===== config.mk =====
export PLATFORM = sky130hd
export DESIGN_NAME = doodle_motion
export DESIGN_NICKNAME = d
export VERILOG_FILES = /design/src/rtl/doodle_pkg.sv /design/src/rtl/doodle_tick_gen.sv /design/src/rtl/doodle_motion.sv
export SDC_FILE = /design/constraint.sdc
export NUM_CORES = 1
export LEC_CHECK = 0
export BUFFER_PORTS_ARGS = -buffer_cell sky130_fd_sc_hd__buf_2
export CORE_AREA = 2 2 82 84
export DETAILED_ROUTE_END_ITERATION = 12
export DIE_AREA = 0 0 84 86
export GPL_TIMING_DRIVEN = 0
export PLACE_DENSITY = 0.91
export SETUP_SLACK_MARGIN = 0.3
export SLEW_MARGIN = 0
export SYNTH_ARGS = -nofsm -noshare
export SYNTH_HDL_FRONTEND = slang
export SYNTH_SLANG_ARGS = --single-unit

===== constraint.sdc =====
create_clock -name Clk -period 2.6 [get_ports Clk]
set_input_delay 0.52 -clock Clk [delete_from_list [all_inputs] [get_ports Clk]]
set_output_delay 0.52 -clock Clk [all_outputs]
set_load 0.05 [all_outputs]

===== src/rtl/doodle_pkg.sv =====
// Shared screen geometry and one-hot game-state encodings used by the doodle
// state machine and the motion datapath.
package doodle_pkg;

  localparam int unsigned H_OFFSET      = 144;
  localparam int unsigned V_TOP         = 35;
  localparam int unsigned V_BOTTOM      = 515;
  localparam int unsigned V_MIDDLE      = 275;
  localparam int unsigned DOODLE_RADIUS = 10;

  // Bit order is {q_I, q_Up, q_Down, q_Done}.
  typedef enum logic [3:0] {
    ST_I    = 4'b1000,
    ST_UP   = 4'b0100,
    ST_DOWN = 4'b0010,
    ST_DONE = 4'b0001
  } doodle_state_e;

  function automatic logic is_one_hot4(input logic [3:0] v);
    return (v != 4'b0000) && ((v & (v - 4'b0001)) == 4'b0000);
  endfunction

endpackage


===== src/rtl/doodle_tick_gen.sv =====
// Motion-step divider: counts 0..TICK_DIV-1 while enabled and flags the last
// count; restart clears it, and with neither asserted the count is held.
module doodle_tick_gen
  import doodle_pkg::*;
#(
  parameter int unsigned TICK_DIV = 500000
) (
  input  logic Clk,
  input  logic Reset,
  input  logic enable,
  input  logic restart,
  output logic tick
);

  localparam int unsigned CNT_W = $clog2(TICK_DIV);
  localparam logic [CNT_W-1:0] CNT_MAX = CNT_W'(TICK_DIV - 1);

  logic [CNT_W-1:0] r_cnt;

  always_ff @(posedge Clk or posedge Reset) begin
    if (Reset) begin
      r_cnt <= '0;
    end else if (restart) begin
      r_cnt <= '0;
    end else if (enable) begin
      r_cnt <= (r_cnt == CNT_MAX) ? '0 : r_cnt + {{(CNT_W-1){1'b0}}, 1'b1};
    end
  end

  assign tick = enable && !restart && (r_cnt == CNT_MAX);

endmodule


===== src/rtl/doodle_motion.sv =====
// Doodle position datapath: steps the sprite vertically with the jump phase and
// horizontally with the player buttons, wrapping at the playfield edges.
module doodle_motion
  import doodle_pkg::*;
#(
  parameter int unsigned TICK_DIV    = 500000,
  parameter logic [7:0]  JUMP_HEIGHT = 8'd120,
  parameter int unsigned STEP_X      = 2,
  parameter int unsigned X_START     = 459,
  parameter int unsigned Y_START     = 455,
  parameter int unsigned X_MIN       = 154,
  parameter int unsigned X_MAX       = 764,
  parameter int unsigned Y_TOP       = 35,
  parameter int unsigned Y_FLOOR     = 520
) (
  input  logic       Clk,
  input  logic       Reset,
  input  logic       q_I,
  input  logic       q_Up,
  input  logic       q_Down,
  input  logic       q_Done,
  input  logic       is_in_middle,
  input  logic       BtnL,
  input  logic       BtnR,
  output logic [9:0] object_x,
  output logic [9:0] object_y,
  output logic [7:0] up_count,
  output logic       move_tick
);

  localparam logic [9:0]  X_START_V = 10'(X_START);
  localparam logic [9:0]  Y_START_V = 10'(Y_START);
  localparam logic [9:0]  X_MIN_V   = 10'(X_MIN);
  localparam logic [9:0]  X_MAX_V   = 10'(X_MAX);
  localparam logic [9:0]  Y_TOP_V   = 10'(Y_TOP);
  localparam logic [9:0]  Y_FLOOR_V = 10'(Y_FLOOR);
  localparam logic [10:0] STEP_W    = 11'(STEP_X);

  logic [9:0]  r_x, r_y;
  logic [7:0]  r_up;
  logic [1:0]  r_edge;
  logic [1:0]  r_btn_l, r_btn_r;
  logic [3:0]  w_state;
  logic        w_valid, w_first_up, w_first_down;
  logic        w_enable, w_restart, w_tick;
  logic        w_left, w_right;
  logic [10:0] w_x_ext, w_x_left, w_x_right;
  logic [9:0]  w_x_step, w_x_nxt, w_y_nxt;
  logic [7:0]  w_up_nxt;

  assign w_state      = {q_I, q_Up, q_Down, q_Done};
  assign w_valid      = is_one_hot4(w_state);
  assign w_first_up   = q_Up & ~r_edge[1];
  assign w_first_down = q_Down & ~r_edge[0];
  assign w_enable     = w_valid & (q_Up | q_Down);
  assign w_restart    = w_valid & (q_I | q_Done | w_first_up | w_first_down);

  doodle_tick_gen #(.TICK_DIV(TICK_DIV)) u_tick_gen (
    .Clk    (Clk),
    .Reset  (Reset),
    .enable (w_enable),
    .restart(w_restart),
    .tick   (w_tick)
  );

  assign w_left    = r_btn_l[1] & ~r_btn_r[1];
  assign w_right   = r_btn_r[1] & ~r_btn_l[1];
  assign w_x_ext   = {1'b0, r_x};
  assign w_x_left  = w_x_ext - STEP_W;
  assign w_x_right = w_x_ext + STEP_W;

  // Edge-wrapping horizontal step; the left bound is compared before subtracting.
  always_comb begin
    w_x_step = r_x;
    if (w_left) begin
      w_x_step = (w_x_ext < ({1'b0, X_MIN_V} + STEP_W)) ? X_MAX_V : w_x_left[9:0];
    end else if (w_right) begin
      w_x_step = (w_x_right > {1'b0, X_MAX_V}) ? X_MIN_V : w_x_right[9:0];
    end else begin
      w_x_step = r_x;
    end
  end

  always_comb begin
    w_x_nxt  = r_x;
    w_y_nxt  = r_y;
    w_up_nxt = r_up;
    if (w_valid) begin
      case (w_state)
        ST_I: begin
          w_x_nxt  = X_START_V;
          w_y_nxt  = Y_START_V;
          w_up_nxt = 8'd0;
        end
        ST_UP: begin
          if (w_first_up) begin
            w_up_nxt = 8'd0;
          end else if (w_tick) begin
            w_up_nxt = (r_up == 8'd255) ? 8'd255 : r_up + 8'd1;
            w_y_nxt  = (is_in_middle || (r_y == Y_TOP_V)) ? r_y : r_y - 10'd1;
            w_x_nxt  = w_x_step;
          end else begin
            w_up_nxt = r_up;
          end
        end
        ST_DOWN: begin
          w_up_nxt = 8'd0;
          if (w_tick) begin
            w_y_nxt = (r_y >= Y_FLOOR_V) ? Y_FLOOR_V : r_y + 10'd1;
            w_x_nxt = w_x_step;
          end else begin
            w_y_nxt = r_y;
          end
        end
        ST_DONE: begin
          w_x_nxt = r_x;
        end
        default: begin
          w_x_nxt = r_x;
        end
      endcase
    end else begin
      w_x_nxt = r_x;
    end
  end

  // A malformed state vector freezes everything, synchronizers included.
  always_ff @(posedge Clk or posedge Reset) begin
    if (Reset) begin
      r_x     <= X_START_V;
      r_y     <= Y_START_V;
      r_up    <= 8'd0;
      r_edge  <= 2'b00;
      r_btn_l <= 2'b00;
      r_btn_r <= 2'b00;
    end else if (w_valid) begin
      r_x     <= w_x_nxt;
      r_y     <= w_y_nxt;
      r_up    <= w_up_nxt;
      r_edge  <= {q_Up, q_Down};
      r_btn_l <= {r_btn_l[0], BtnL};
      r_btn_r <= {r_btn_r[0], BtnR};
    end
  end

  assign object_x  = r_x;
  assign object_y  = r_y;
  assign up_count  = r_up;
  assign move_tick = w_tick;

endmodule


# --- Word level (Yosys, flattened, before mapping) ---
# Cells that the tools add are included.
word_totals:
  inputBits: 9
  n_memories: 0
  word_cells: 77
  out_inout_bits: 29
  romBits: 0
  latch_bits: 0
  ff_bits: 53
  ram_bits: 0
classes:
  div_mod_pow: 0
  eq_ne: 11
  magnitude_cmp: 3
  shift: 0
  n_reduce_logical: 14
  bitwise_logic: 15
  multipliers: 0
  n_mux: 20
  add_sub_neg: 7
ops:
  columns: ["op", "count"]
  rows:
  - ["two-way mux 10 bit", 11]
  - ["case mux 10 bit (3 select lines)", 2]
  - ["two-way mux 19 bit", 3]
  - ["two-way mux 8 bit", 3]
  - ["adder 19 x 1 -> 19 bit, second input constant", 1]
  - ["== test 19 bit, second input constant", 1]
  - ["case mux 8 bit (2 select lines)", 1]
  - ["adder 10 x 2 -> 11 bit, second input constant", 1]
  - ["greater-than comparator 11 x 10 -> 1 bit, second input constant", 1]
  - ["adder 10 x 1 -> 10 bit, second input constant", 1]
  - ["== test 10 x 6 -> 1 bit, second input constant", 1]
  - ["greater-or-equal comparator 10 bit, second input constant", 1]
  - ["< comparator 10 x 8 -> 1 bit, second input constant", 1]
  - ["subtractor 10 x 1 -> 10 bit, second input constant", 1]
  - ["subtractor 10 x 2 -> 10 bit, second input constant", 1]
  - ["adder 8 x 1 -> 8 bit, second input constant", 1]
  - ["== test 8 bit, second input constant", 1]
  - ["!= test 2 bit, second input constant", 4]
  - ["AND 1 bit", 6]
  - ["AND reduction 3 bit", 2]
  - ["AND reduction 6 bit", 1]
  - ["AND 4 bit", 1]
  - ["== test 4 x 2 -> 1 bit, second input constant", 1]
  - ["== test 4 x 3 -> 1 bit, second input constant", 1]
  - ["other kinds (13)", 22]

# --- Depth between registers and ports, before layout ---
depth:
  word_depth: 11
  ltp_mapped: 10
  depth_no_buf: 8

# --- Hierarchy ---
# Synthesis repeated with hierarchy kept, for this count alone.
hier_totals:
  cells_unflattened: 453
  hier_area_um2: 3853.7
by_module_without_submodules:
  columns: ["mod", "seq_area_each_um2", "area_each_um2", "cells_per_inst", "instances"]
  rows:
  - ["doodle_motion", 865.8, 2732.6, 322, 1]
  - ["doodle_tick_gen", 475.5, 1121.1, 131, 1]

# --- Worst setup path after synthesis ---
# OpenSTA, ideal clock, no wires.
synth_timing:
  kind: "input-to-reg"
  from: "input port q_I"
  to: "register r_y[3] (netlist: object_y[3])"
  path_buffers: 2
  t_required_ns: 2.479
  setup_ns: 0.121
  arrival_time_ns: 2.309
  slack_ns: 0.170
  stages: 8
  cell_sequence: "clkbuf_1 nor2_1 o21ai_0 nor3_4 o221a_2 buf_6 o21ai_0 a22o_1"
synth_via:
  elab_chain_len: 10
  word_cells_on_any_way: 23
  cone_classes: "add/sub: 1; eq/ne: 7; mux: 1; bitwise: 6; reduce/logical: 8"
synth_rtl:
  columns: ["element", "line", "text"]
  rows:
  - ["start: declaration", "doodle_motion.sv:18", "input logic q_I,"]
  - ["subtractor 4 x 1 -> 4 bit", "doodle_pkg.sv:20", "return (v != 4'b0000) && ((v & (v - 4'b0001)) == 4'b0000);"]
  - ["AND 4 bit", "doodle_pkg.sv:20", null]
  - ["zero test 4 bit", "doodle_pkg.sv:20", null]
  - ["logical AND 1 bit", "doodle_pkg.sv:20", null]
  - ["AND 1 bit", "doodle_motion.sv:56", "assign w_restart = w_valid & (q_I | q_Done | w_first_up | w_first_down);"]
  - ["zero test 1 bit", "doodle_tick_gen.sv:30", "assign tick = enable && !restart && (r_cnt == CNT_MAX);"]
  - ["logical AND 1 bit (*) (2 in a row)", "doodle_tick_gen.sv:30", null]
  - ["named net move_tick", "doodle_motion.sv:28", "output logic move_tick"]
  - ["!= test 2 bit (no source line)", null, null]
  - ["AND reduction 6 bit (no source line) (*)", null, null]
  - ["end signal: assignment", "doodle_motion.sv:138", "r_y <= w_y_nxt;"]
  - ["end: declaration", "doodle_motion.sv:39", "logic [9:0] r_x, r_y;"]
# The timed path passes the listed nets; every way through them passes the cells marked *.
# A chain may end at the register's enable or synchronous reset.

# --- Worst setup path after layout ---
layout_timing:
  from: "register u_tick_gen.r_cnt[9]"
  to: "output port move_tick"
layout_via:
  elab_chain_len: 2
layout_rtl:
  columns: ["element", "line", "text"]
  rows:
  - ["start: declaration", "doodle_tick_gen.sv:18", "logic [CNT_W-1:0] r_cnt;"]
  - ["start signal: assignment", "doodle_tick_gen.sv:26", "r_cnt <= (r_cnt == CNT_MAX) ? '0 : r_cnt + {{(CNT_W-1){1'b0}}, 1'b1};"]
  - ["== test 19 bit", "doodle_tick_gen.sv:30", null]
  - ["logical AND 1 bit", "doodle_tick_gen.sv:30", null]
  - ["end: declaration", "doodle_motion.sv:28", null]
# No other way between the ends.

==> qor.yml <==
pwr:
  power_density_nw_per_um2: 524
  power.ir.vdd_worst_mv: 0.464
  p_leak_nw: 1.87
run_status:
  run_status: "finished clean"
logic_synthesis:
  postSynth.asyncResetShare_pct: 100
  synth-edff-count: 0
  synth.yosys.warnings: 0
  muxShareOfSynthArea_pct: 1.74
  basic_gate_share_of_the_synthesized_area_counting_and_or_nand_and_nor_cells_pct: 25.3
  postSynthRegisterBits: 53
  synth-seq-area-share_pct: 35.9
  post_synthesis_cell_count: 447
  mean_instance_size_in_the_synthesized_netlist_um2: 8.37
  syn-num-nets: 464
  synth.distinct_cells: 71
  synthFlopType: "sky130_fd_sc_hd__dfrtp_1"
  synth-xor-area-share_pct: 3.51
  syn-cell-area_um2: 3740
  synth_area_leader_cell: "sky130_fd_sc_hd__dfrtp_1"
  synth-compound-area-share_pct: 25.2
  synthTopCellsByArea: "sky130_fd_sc_hd__dfrtp_1, sky130_fd_sc_hd__dfstp_2, sky130_fd_sc_hd__o21ai_0, sky130_fd_sc_hd__nand2_1, sky130_fd_sc_hd__a21oi_1"
  synth_largest_type_area_fraction_pct: 27.4
  synth_fa_ha_area_share_pct: 2.68
  synth_top_family_by_area: "simple AND/OR/NAND/NOR gates"
finish:
  post_route_cells_drive_above_1_share_pct: 24.2
  multi_input_comb_area_um2: 2290
  finish.instance_area_um2: 4390
  layout.area.seq_um2: 1350
  filler_cell_count: 475
  nets: 517
  areaGrowthSynthToFinish_pct: 17.4
  insertedDiodeCount: 0
grt:
  number_of_global_route_vias_before_repair: 3430
  grt.met1_usage_pct: 36.6
  global_route.overflow_total: 0
  grt_usage_pct: 27.1
  met3_layer_usage_reported_by_global_route_pct: 4.62
  grt_max_degree: 36
  grt_pass1_wl_um: 16200
  global_route.peak_usage_layer: "met2"
  met2_usage_pct: 43.9
  initial_antenna_violation_count: 0
clock_tree:
  cts_buffers: 5
  cts_max_path_buffers: 2
  number_of_sinks_handled_by_clock_tree_synthesis: 53
  worst_skew_pair.late_latency_ps: 320
  cts_hold_buffers: 0
  clkTransAtPathRegs_ps: 100
  cts_tree: "built"
  clockRootBuffer: "sky130_fd_sc_hd__clkbuf_8"
  cts.htree.levels: 2
detailed_routing:
  postRouteAntennaNets: 0
  drt_wl_total_um: 10300
  route.detailed.drc: 0
  wl_per_cell_um: 17.8
  post_drt_via_cell_ratio: 6.67
  via_count: 3854
  drtIter0Drc: 335
  initial_drt_pass_iterations: 5
worst_setup_path:
  setup.worst_path.end_class: "output port"
  crit_path_start_kind: "register"
  required_ps: 2080
  critical_setup_path_class: "register to output port"
  critical_path_arrival_ps: 1900
  worst-path-max-fanout: 5
floorplanning:
  die-area_um2: 7220
  initial_utilization_pct: 59.6
  vertical_die_dimension_um: 86
  design.core.area_um2: 6280
  std_cell_rows: 29
  dieWidth_um: 84
  pin_count: 38
min_path:
  holdCritPathClass: "primary input to asynchronous set/reset pin"
timing:
  slew-limit-headroom_pct: 51.1
  worst-slew-pin-transition_ps: 727
  layout_worst_path_cycle_share_pct: 92.9
  fin_crit_ps: 2420
  setup_viol: 0
  fin_hold_ws_ps: 191
  fmaxAchievable_mhz: 414
  slew_violations: 0
  grt_setup_unrepaired: "yes"
  report.final.hold_viol_count: 0
  largest_clock_skew_in_the_final_design_ps: 9.48
place:
  detailedPlacementHpwl_um: 6750
  gp_congestion: 0.945
  dpl-instance-area_um2: 4040
  buffers_added_on_ports: 34
run:
  cap_violations: 0
[area by class of cell]
type,instances,share of cell area (%)
timing repair buffer,46,6.84
sequential,53,30.8
inverter,16,1.37
buffer,31,3.87
tap,77,2.19
clock inverter,2,0.855
clock buffer,6,1.88
multi-input combinational,347,52.2
[registers in the layout, summed over array words and instances (netlist names)]
signal,flops
object_x,10
object_y,10
r_btn_l,2
r_btn_r,2
r_edge,2
u_tick_gen.r_cnt,19
up_count,8
[worst max-delay path, stage by stage, from the launching register on]
cell and delay [ps]:
sky130_fd_sc_hd__dfrtp_2 450, sky130_fd_sc_hd__nand4bb_1 190, sky130_fd_sc_hd__or4_4 460, sky130_fd_sc_hd__nor3_4 280
sky130_fd_sc_hd__buf_6 200
[worst paths after layout]
kind / start / to / slack, ps / cells past startpoint
max: u_tick_gen.r_cnt[9]$_DFFE_PP0P_ / move_tick / 180 / 4
min: Reset / object_y[4]$_DFFE_PP0P_ / 190 / 2
max reg2reg: u_tick_gen.r_cnt[9]$_DFFE_PP0P_ / object_y[1]$_DFFE_PP1P_ / 240 / 10
min reg2reg: object_x[0]$_DFFE_PP1P_ / object_x[0]$_DFFE_PP1P_ / 500 / 2
max in group asynchronous: Reset / object_x[3]$_DFFE_PP1P_ / 1820 / 3
min in group Clk: BtnR / r_btn_r[0]$_DFFE_PP0N_ / 440 / 2
[power breakdown]
part	total (mW)	leakage (nW)	switching (mW)	internal [mW]
sequential	0.994	0.675	0.0772	0.917
combinational	0.695	1.14	0.482	0.214
clock	0.613	0.0574	0.299	0.314
[placed cells by master, fill, tap and decap left out, types with 6 or more instances in the layout]
master,n
sky130_fd_sc_hd__clkbuf_1,16
sky130_fd_sc_hd__nand4_1,10
sky130_fd_sc_hd__buf_4,10
sky130_fd_sc_hd__nor3_1,7
sky130_fd_sc_hd__o22ai_1,6
sky130_fd_sc_hd__a21oi_1,32
sky130_fd_sc_hd__nand2_1,47
sky130_fd_sc_hd__nor2_1,26
sky130_fd_sc_hd__o31ai_1,12
sky130_fd_sc_hd__and3_1,11
sky130_fd_sc_hd__a31oi_1,9
sky130_fd_sc_hd__xnor2_1,6
sky130_fd_sc_hd__dfstp_2,11
sky130_fd_sc_hd__buf_2,42
sky130_fd_sc_hd__ha_1,6
sky130_fd_sc_hd__xor2_1,9
sky130_fd_sc_hd__dfrtp_2,6
sky130_fd_sc_hd__nand3_1,25
sky130_fd_sc_hd__o21ai_0,32
sky130_fd_sc_hd__inv_1,15
sky130_fd_sc_hd__clkbuf_8,6
sky130_fd_sc_hd__dfrtp_1,35
[timing repair]
item	CTS	global route
endpoints found under the setup margin	15	38
gates resized for setup	6	32
cloned	0	2
pin swaps	1	3
buffers inserted	1	8
[through the flow]
stage	power (mW)	setup TNS, ps	util [%]	setup slack [ps]	std cells
finish	2.30	0	70.0	184	578
global route	2.40	0	70.0	118	578
CTS	2.26	0	66.6	207	568
detailed placement	1.66	0	64.3	162	559
global placement	1.63	-14.9	64.0	-14.9	558
floorplan	1.50	0	-	242	447
[routing by layer]
metal | share of wire (%) | wire, µm | vias to the layer above
met5 | 0 | 0 | -
met4 | 2.5 | 261 | 0
met3 | 8.2 | 847 | 37
met2 | 49 | 5010 | 226
met1 | 41 | 4190 | 1830
li1 | - | - | 1761
[Yosys cell counts, drive strengths merged, types with 2 or more instances]
cell type   n
o21a        5
a22o        5
dfrtp      41
nor4bb      2
mux2i       2
a21oi      35
o221a       2
xor2        9
or4         2
a41oi       3
buf        13
o31ai      12
a22oi       3
a31oi      11
clkbuf     18
or3b        2
and4        4
nand2      48
nor4b       2
nor3       10
and2        5
nor4        4
mux2        4
or4b        2
ha          8
nor2       27
nand4bb     2
o221ai      5
o22ai       6
nand4      10
or2         3
inv        16
o21ai      39
and3       11
nand3b      2
nand2b      5
dfstp      12
a221o       2
xnor2       6
nor2b       5
nand3      25
a31o        3
and3b       2
[logic make-up after synthesis]
group,count (synthesis)
xor+xnor,15
simple gates,174
compound gates,144
fa+ha+maj,8
mux,6
flops,53
buf+inv,47
No activity file was read; power rests on OpenSTA's default activity.
